File: src/rtl/nec_ir_tx.sv
// nec_ir_tx: NEC infrared transmitter sending address/command frames and repeat codes on a 38 kHz carrier
module nec_ir_tx #(
    parameter int LEAD_MARK    = 450000,
    parameter int LEAD_SPACE   = 225000,
    parameter int REP_SPACE    = 112500,
    parameter int T_UNIT       = 28000,
    parameter int ONE_SPACE    = 84500,
    parameter int FRAME_PERIOD = 5400000,
    parameter int CARRIER_DIV  = 1316,
    parameter int CARRIER_HIGH = 439
) (
    input  logic       sys_clk,
    input  logic       sys_rst,
    input  logic       start,
    input  logic [7:0] addr,
    input  logic [7:0] data,
    input  logic       repeat_req,
    output logic       busy,
    output logic       done,
    output logic       inf_env,
    output logic       inf_out
);
    typedef enum logic [3:0] {
        S_IDLE, S_LEAD_MARK, S_LEAD_SPACE, S_BIT_MARK, S_BIT_SPACE,
        S_STOP_MARK, S_GAP, S_REP_MARK, S_REP_SPACE, S_REP_STOP
    } state_t;
    localparam int CW = $clog2(CARRIER_DIV);
    localparam logic [22:0] D_LM  = 23'(LEAD_MARK - 1);
    localparam logic [22:0] D_LS  = 23'(LEAD_SPACE - 1);
    localparam logic [22:0] D_RS  = 23'(REP_SPACE - 1);
    localparam logic [22:0] D_T   = 23'(T_UNIT - 1);
    localparam logic [22:0] D_ONE = 23'(ONE_SPACE - 1);
    localparam logic [22:0] D_FP  = 23'(FRAME_PERIOD - 1);
    localparam logic [CW-1:0] C_LAST = CW'(CARRIER_DIV - 1);
    localparam logic [CW-1:0] C_HIGH = CW'(CARRIER_HIGH);
    state_t        st, st_n;
    logic [22:0]   cnt, fcnt, dur;
    logic [CW-1:0] ccnt, ccnt_n;
    logic [31:0]   sh;
    logic [4:0]    bit_cnt;
    logic          last, mark_n, enter_mark;
    always_comb begin
        dur = (st == S_LEAD_MARK || st == S_REP_MARK) ? D_LM :
              (st == S_LEAD_SPACE) ? D_LS :
              (st == S_REP_SPACE) ? D_RS :
              (st == S_BIT_SPACE && sh[0]) ? D_ONE : D_T;
        last = (st == S_GAP) ? (fcnt == D_FP) : (cnt == dur);
        st_n = st;
        case (st)
            S_IDLE:       st_n = start ? S_LEAD_MARK : S_IDLE;
            S_LEAD_MARK:  if (last) st_n = S_LEAD_SPACE;
            S_LEAD_SPACE: if (last) st_n = S_BIT_MARK;
            S_BIT_MARK:   if (last) st_n = S_BIT_SPACE;
            S_BIT_SPACE:  if (last) st_n = (bit_cnt == 5'd31) ? S_STOP_MARK : S_BIT_MARK;
            S_STOP_MARK:  if (last) st_n = S_GAP;
            S_GAP:        if (last) st_n = repeat_req ? S_REP_MARK : S_IDLE;
            S_REP_MARK:   if (last) st_n = S_REP_SPACE;
            S_REP_SPACE:  if (last) st_n = S_REP_STOP;
            S_REP_STOP:   if (last) st_n = S_GAP;
            default:      st_n = S_IDLE;
        endcase
        mark_n = st_n inside {S_LEAD_MARK, S_BIT_MARK, S_STOP_MARK, S_REP_MARK, S_REP_STOP};
        // every mark restarts the carrier so it opens on a high phase
        enter_mark = mark_n && (st_n != st);
        ccnt_n = (enter_mark || ccnt == C_LAST) ? '0 : ccnt + 1'b1;
    end
    always_ff @(posedge sys_clk) begin
        if (sys_rst) begin
            st      <= S_IDLE;
            cnt     <= '0;
            fcnt    <= '0;
            ccnt    <= '0;
            sh      <= '0;
            bit_cnt <= '0;
            busy    <= 1'b0;
            done    <= 1'b0;
            inf_env <= 1'b0;
            inf_out <= 1'b0;
        end else begin
            st   <= st_n;
            cnt  <= (st_n != st) ? '0 : cnt + 1'b1;
            fcnt <= ((st_n == S_LEAD_MARK || st_n == S_REP_MARK) && st_n != st) ? '0 : fcnt + 1'b1;
            ccnt <= ccnt_n;
            if (st == S_IDLE && start) begin
                sh      <= {~data, data, ~addr, addr};
                bit_cnt <= '0;
            end else if (st == S_BIT_SPACE && last) begin
                sh      <= sh >> 1;
                bit_cnt <= bit_cnt + 1'b1;
            end
            busy    <= st_n != S_IDLE;
            done    <= st == S_GAP && st_n == S_IDLE;
            inf_env <= mark_n;
            inf_out <= mark_n && ccnt_n < C_HIGH;
        end
    end
endmodule

File: config.mk
export PLATFORM = sky130hd
export DESIGN_NAME = nec_ir_tx
export DESIGN_NICKNAME = d
export VERILOG_FILES = /design/src/rtl/nec_ir_tx.sv
export SDC_FILE = /design/constraint.sdc
export NUM_CORES = 1
export LEC_CHECK = 0
export ABC_AREA = 1
export BUFFER_PORTS_ARGS = -buffer_cell sky130_fd_sc_hd__buf_2
export CORE_MARGIN = 2
export CORE_UTILIZATION = 62
export CTS_CLUSTER_DIAMETER = 50
export DETAILED_ROUTE_END_ITERATION = 12
export GPL_ROUTABILITY_DRIVEN = 0
export PLACE_DENSITY = 0.82
export SKIP_CTS_REPAIR_TIMING = 1
export SYNTH_ARGS = -nofsm -noshare
export SYNTH_HDL_FRONTEND = slang
export SYNTH_SLANG_ARGS = --single-unit
File: constraint.sdc
create_clock -name sys_clk -period 3.17 [get_ports sys_clk]
set_clock_uncertainty 0.1 [all_clocks]
set_input_delay 0.4755 -clock sys_clk [delete_from_list [all_inputs] [get_ports sys_clk]]
set_output_delay 0.4755 -clock sys_clk [all_outputs]
set_load 0.1 [all_outputs]
==> flow_summary.json <==
{
  "status": "completed",
  "clockBufferDepth": 2,
  "root_buffer": "clkbuf_8",
  "viasPerCell": 5.434,
  "dp_hpwl_mm": 7.546,
  "yosysWarnings": 0,
  "grt_first_pass_wirelength_mm": 18.22,
  "min_period_over_period_pct": 92.23,
  "placeableCoreArea_um2": 8217,
  "syn_nets": 760,
  "grt_max_degree": 40,
  "fillCellCount": 691,
  "yosysMostFrequentCell": "nand2_1",
  "p_leak_nw": 2.251,
  "drv_slew": 0,
  "synthSimpleGateAreaFrac_pct": 29.46,
  "ir_worst_vdd_v": 0.0003012,
  "drtAntennaViolNets": 0,
  "fin_crit_ns": 2.924,
  "port_buffers": 23,
  "powerDensity_nw_per_um2": 426.5,
  "ys_seq_elements": 102,
  "fmax_mhz": 342.1,
  "synth_edf_count": 0,
  "cp-end-kind": "flop",
  "drv_cap": 0,
  "die_h_um": 96.09,
  "finalSetupViolations": 0,
  "synth_xor_area_share_pct": 4.331,
  "grt_antenna_before_repair": 0,
  "worstMarginPinSlew_ns": 0.4907,
  "p_clk_share_pct": 33.4,
  "grt-ovfl-total": 0,
  "syn_area_um2": 5258,
  "relSlewSlack_pct": 67.51,
  "critical_path.max_fanout": 14,
  "ys_seq_area_share_pct": 38.84,
  "routed_wl_mm": 10.55,
  "rsz0062_at_grt": "no",
  "combPwrFrac_pct": 10.4,
  "drc": 0,
  "hold_viol": 0,
  "pin_count": 24,
  "yosys-top-cells-count": "129 x nand2_1, 102 x dfxtp_1, 102 x inv_1",
  "synth-main-ff-cell": "dfxtp_1",
  "synth_compound_area_share_pct": 15.83,
  "grt_pass1_vias": 4330,
  "cp.arrival_ns": 3.13,
  "initial_core_util_pct": 63.99,
  "synth_mux_area_share_pct": 0,
  "switching_share_pct": 28.63,
  "p_int_mw": 1.725,
  "clk_pin_slew_ns": 0.12,
  "cts_made_buffers": 9,
  "die_area_um2": 9232,
  "critical_path_required_ns": 3.37,
  "hp-class": "in -> reg",
  "syn_to_final_growth_pct": 7.758,
  "switchingPower_mw": 0.6918,
  "insertion_delay_ns": 0.38,
  "detail_route.wl_per_cell_um": 12.24,
  "final_nets": 777,
  "sequentialPowerShare_pct": 56.2,
  "cp-start-kind": "flop",
  "drtPass1Iterations": 5,
  "cts_tree": "built",
  "syn_avg_cell_area_um2": 7.153,
  "htree_levels": 3,
  "synth_fa_ha_area_share_pct": 1.190,
  "fin_setup_tns_ns": 0,
  "drt-initial-drc-count": 272,
  "row_count": 33,
  "synth_cell_types": 37,
  "drive_above_1_share_pct": 14.40,
  "yosys.area.top_type": "dfxtp_1",
  "synth_top_cell_area_share_pct": 38.84,
  "synthArstFlopShare_pct": 0,
  "cts_sinks": 102,
  "grt.total_usage_pct": 24.71,
  "power_mw": 2.416,
  "via_count": 4684,
  "antenna_cells": 0,
  "netlist_instances": 735,
  "critPathKind": "reg -> reg",
  "synth_top_family_by_area": "simple AND/OR/NAND/NOR gates",
  "yosys-top-cells-area": "dfxtp_1 39%, nand2_1 9.2%, inv_1 7.3%, o21ai_0 6.3%, nor2_1 6.1%",
  "fp.dieW_um": 96.09
}
-- registers in the layout, indices dropped and copies added (netlist names), 4 cells and up --
name     cells
fcnt        23
ccnt        11
sh          32
bit_cnt      5
st           4
cnt         23
-- routing by layer --
metal,global-route usage [%],vias to the layer above,routed length (µm)
met5,0,-,0
met1,30.58,2133,4781
met2,41.72,113,5053
met3,5.873,21,492
met4,9.048,0,223
li1,-,2417,-
-- cell type report --
class                      instances  area, µm²  area share [%]
clock inverter                     7      72.57           1.281
timing repair buffer              30      205.2           3.622
clock buffer                       9      123.9           2.186
inverter                         106      400.4           7.067
tap                              105      131.4           2.319
sequential                       102       2042           36.04
multi-input combinational        503       2690           47.48
-- logic make-up after synthesis --
| logic type | after synthesis |
|---|---|
| AOI/OAI and AO/OA | 144 |
| and+or+nand+nor | 328 |
| xor gates and xnor gates | 26 |
| buffers and inverters | 130 |
| DFF | 102 |
| adders and majority gates | 5 |
-- final timing paths --
path	from	end	slack [ns]	cells after the start
hold reg to reg	cnt[0]	cnt[0]	0.35	1
hold / removal	addr[4]	sh[12]	0.28	4
setup reg to reg	st[0]	fcnt[0]	0.25	15
setup / recovery	st[0]	fcnt[0]	0.25	15
-- layout by cell type, fill, tap and decap left out, types with 2 or more instances in the layout --
master	instances
nand2_1	127
inv_1	102
dfxtp_1	102
nor2_1	84
o21ai_0	66
nand3_1	47
a21oi_1	42
buf_2	23
a21oi_2	21
xor2_1	17
nor3_2	14
nand4_1	13
nor3_1	11
xnor2_1	9
clkbuf_8	9
nand2_2	6
nor2_2	5
a31oi_1	5
ha_1	5
nor4_1	4
a211oi_1	4
buf_4	4
inv_2	3
nor2_4	3
nand3_2	3
or2_2	3
and3_1	3
buf_12	3
nand3_4	2
o211ai_1	2
inv_6	2
inv_8	2
-- power groups by stage --
stage	Combinational (mW)	Clock [mW]	Sequential [mW]
after CTS	0.252	0.831	1.36
after global placement	0.241	0	1.38
after global routing	0.285	0.875	1.36
after floorplan	0.180	0	1.40
final	0.252	0.807	1.36
after detailed placement	0.250	0	1.39
-- critical path, stage by stage (launching register included) --
cell     delay, ns
dfxtp_1       0.51
nor2_4        0.12
nand2_2       0.19
nand3_1       0.12
o21ai_0       0.22
nand3_1       0.10
nor2_1        0.13
nand3_2       0.16
nand2_4       0.17
nand2_1       0.11
nand2_1       0.08
nor2_1        0.05
nor2_2        0.15
nand3_4       0.23
buf_12        0.24
a21oi_1       0.15
-- metrics by stage --
step	area (µm²)	worst slack (ns)	std cells	util (%)	hold WS, ns
2_1_floorplan	5258	0.7575	735	-	0.3097
3_3_place_gp	5440	0.3768	845	66.21	0.3239
3_5_place_dp	5440	0.2005	845	66.21	0.3344
4_1_cts	5637	0.1819	861	68.60	0.2667
5_1_grt	5665	0.01094	862	68.95	0.2943
6_report	5665	0.2465	862	68.95	0.2847
Note: power is estimated with default switching activity, not from simulation.
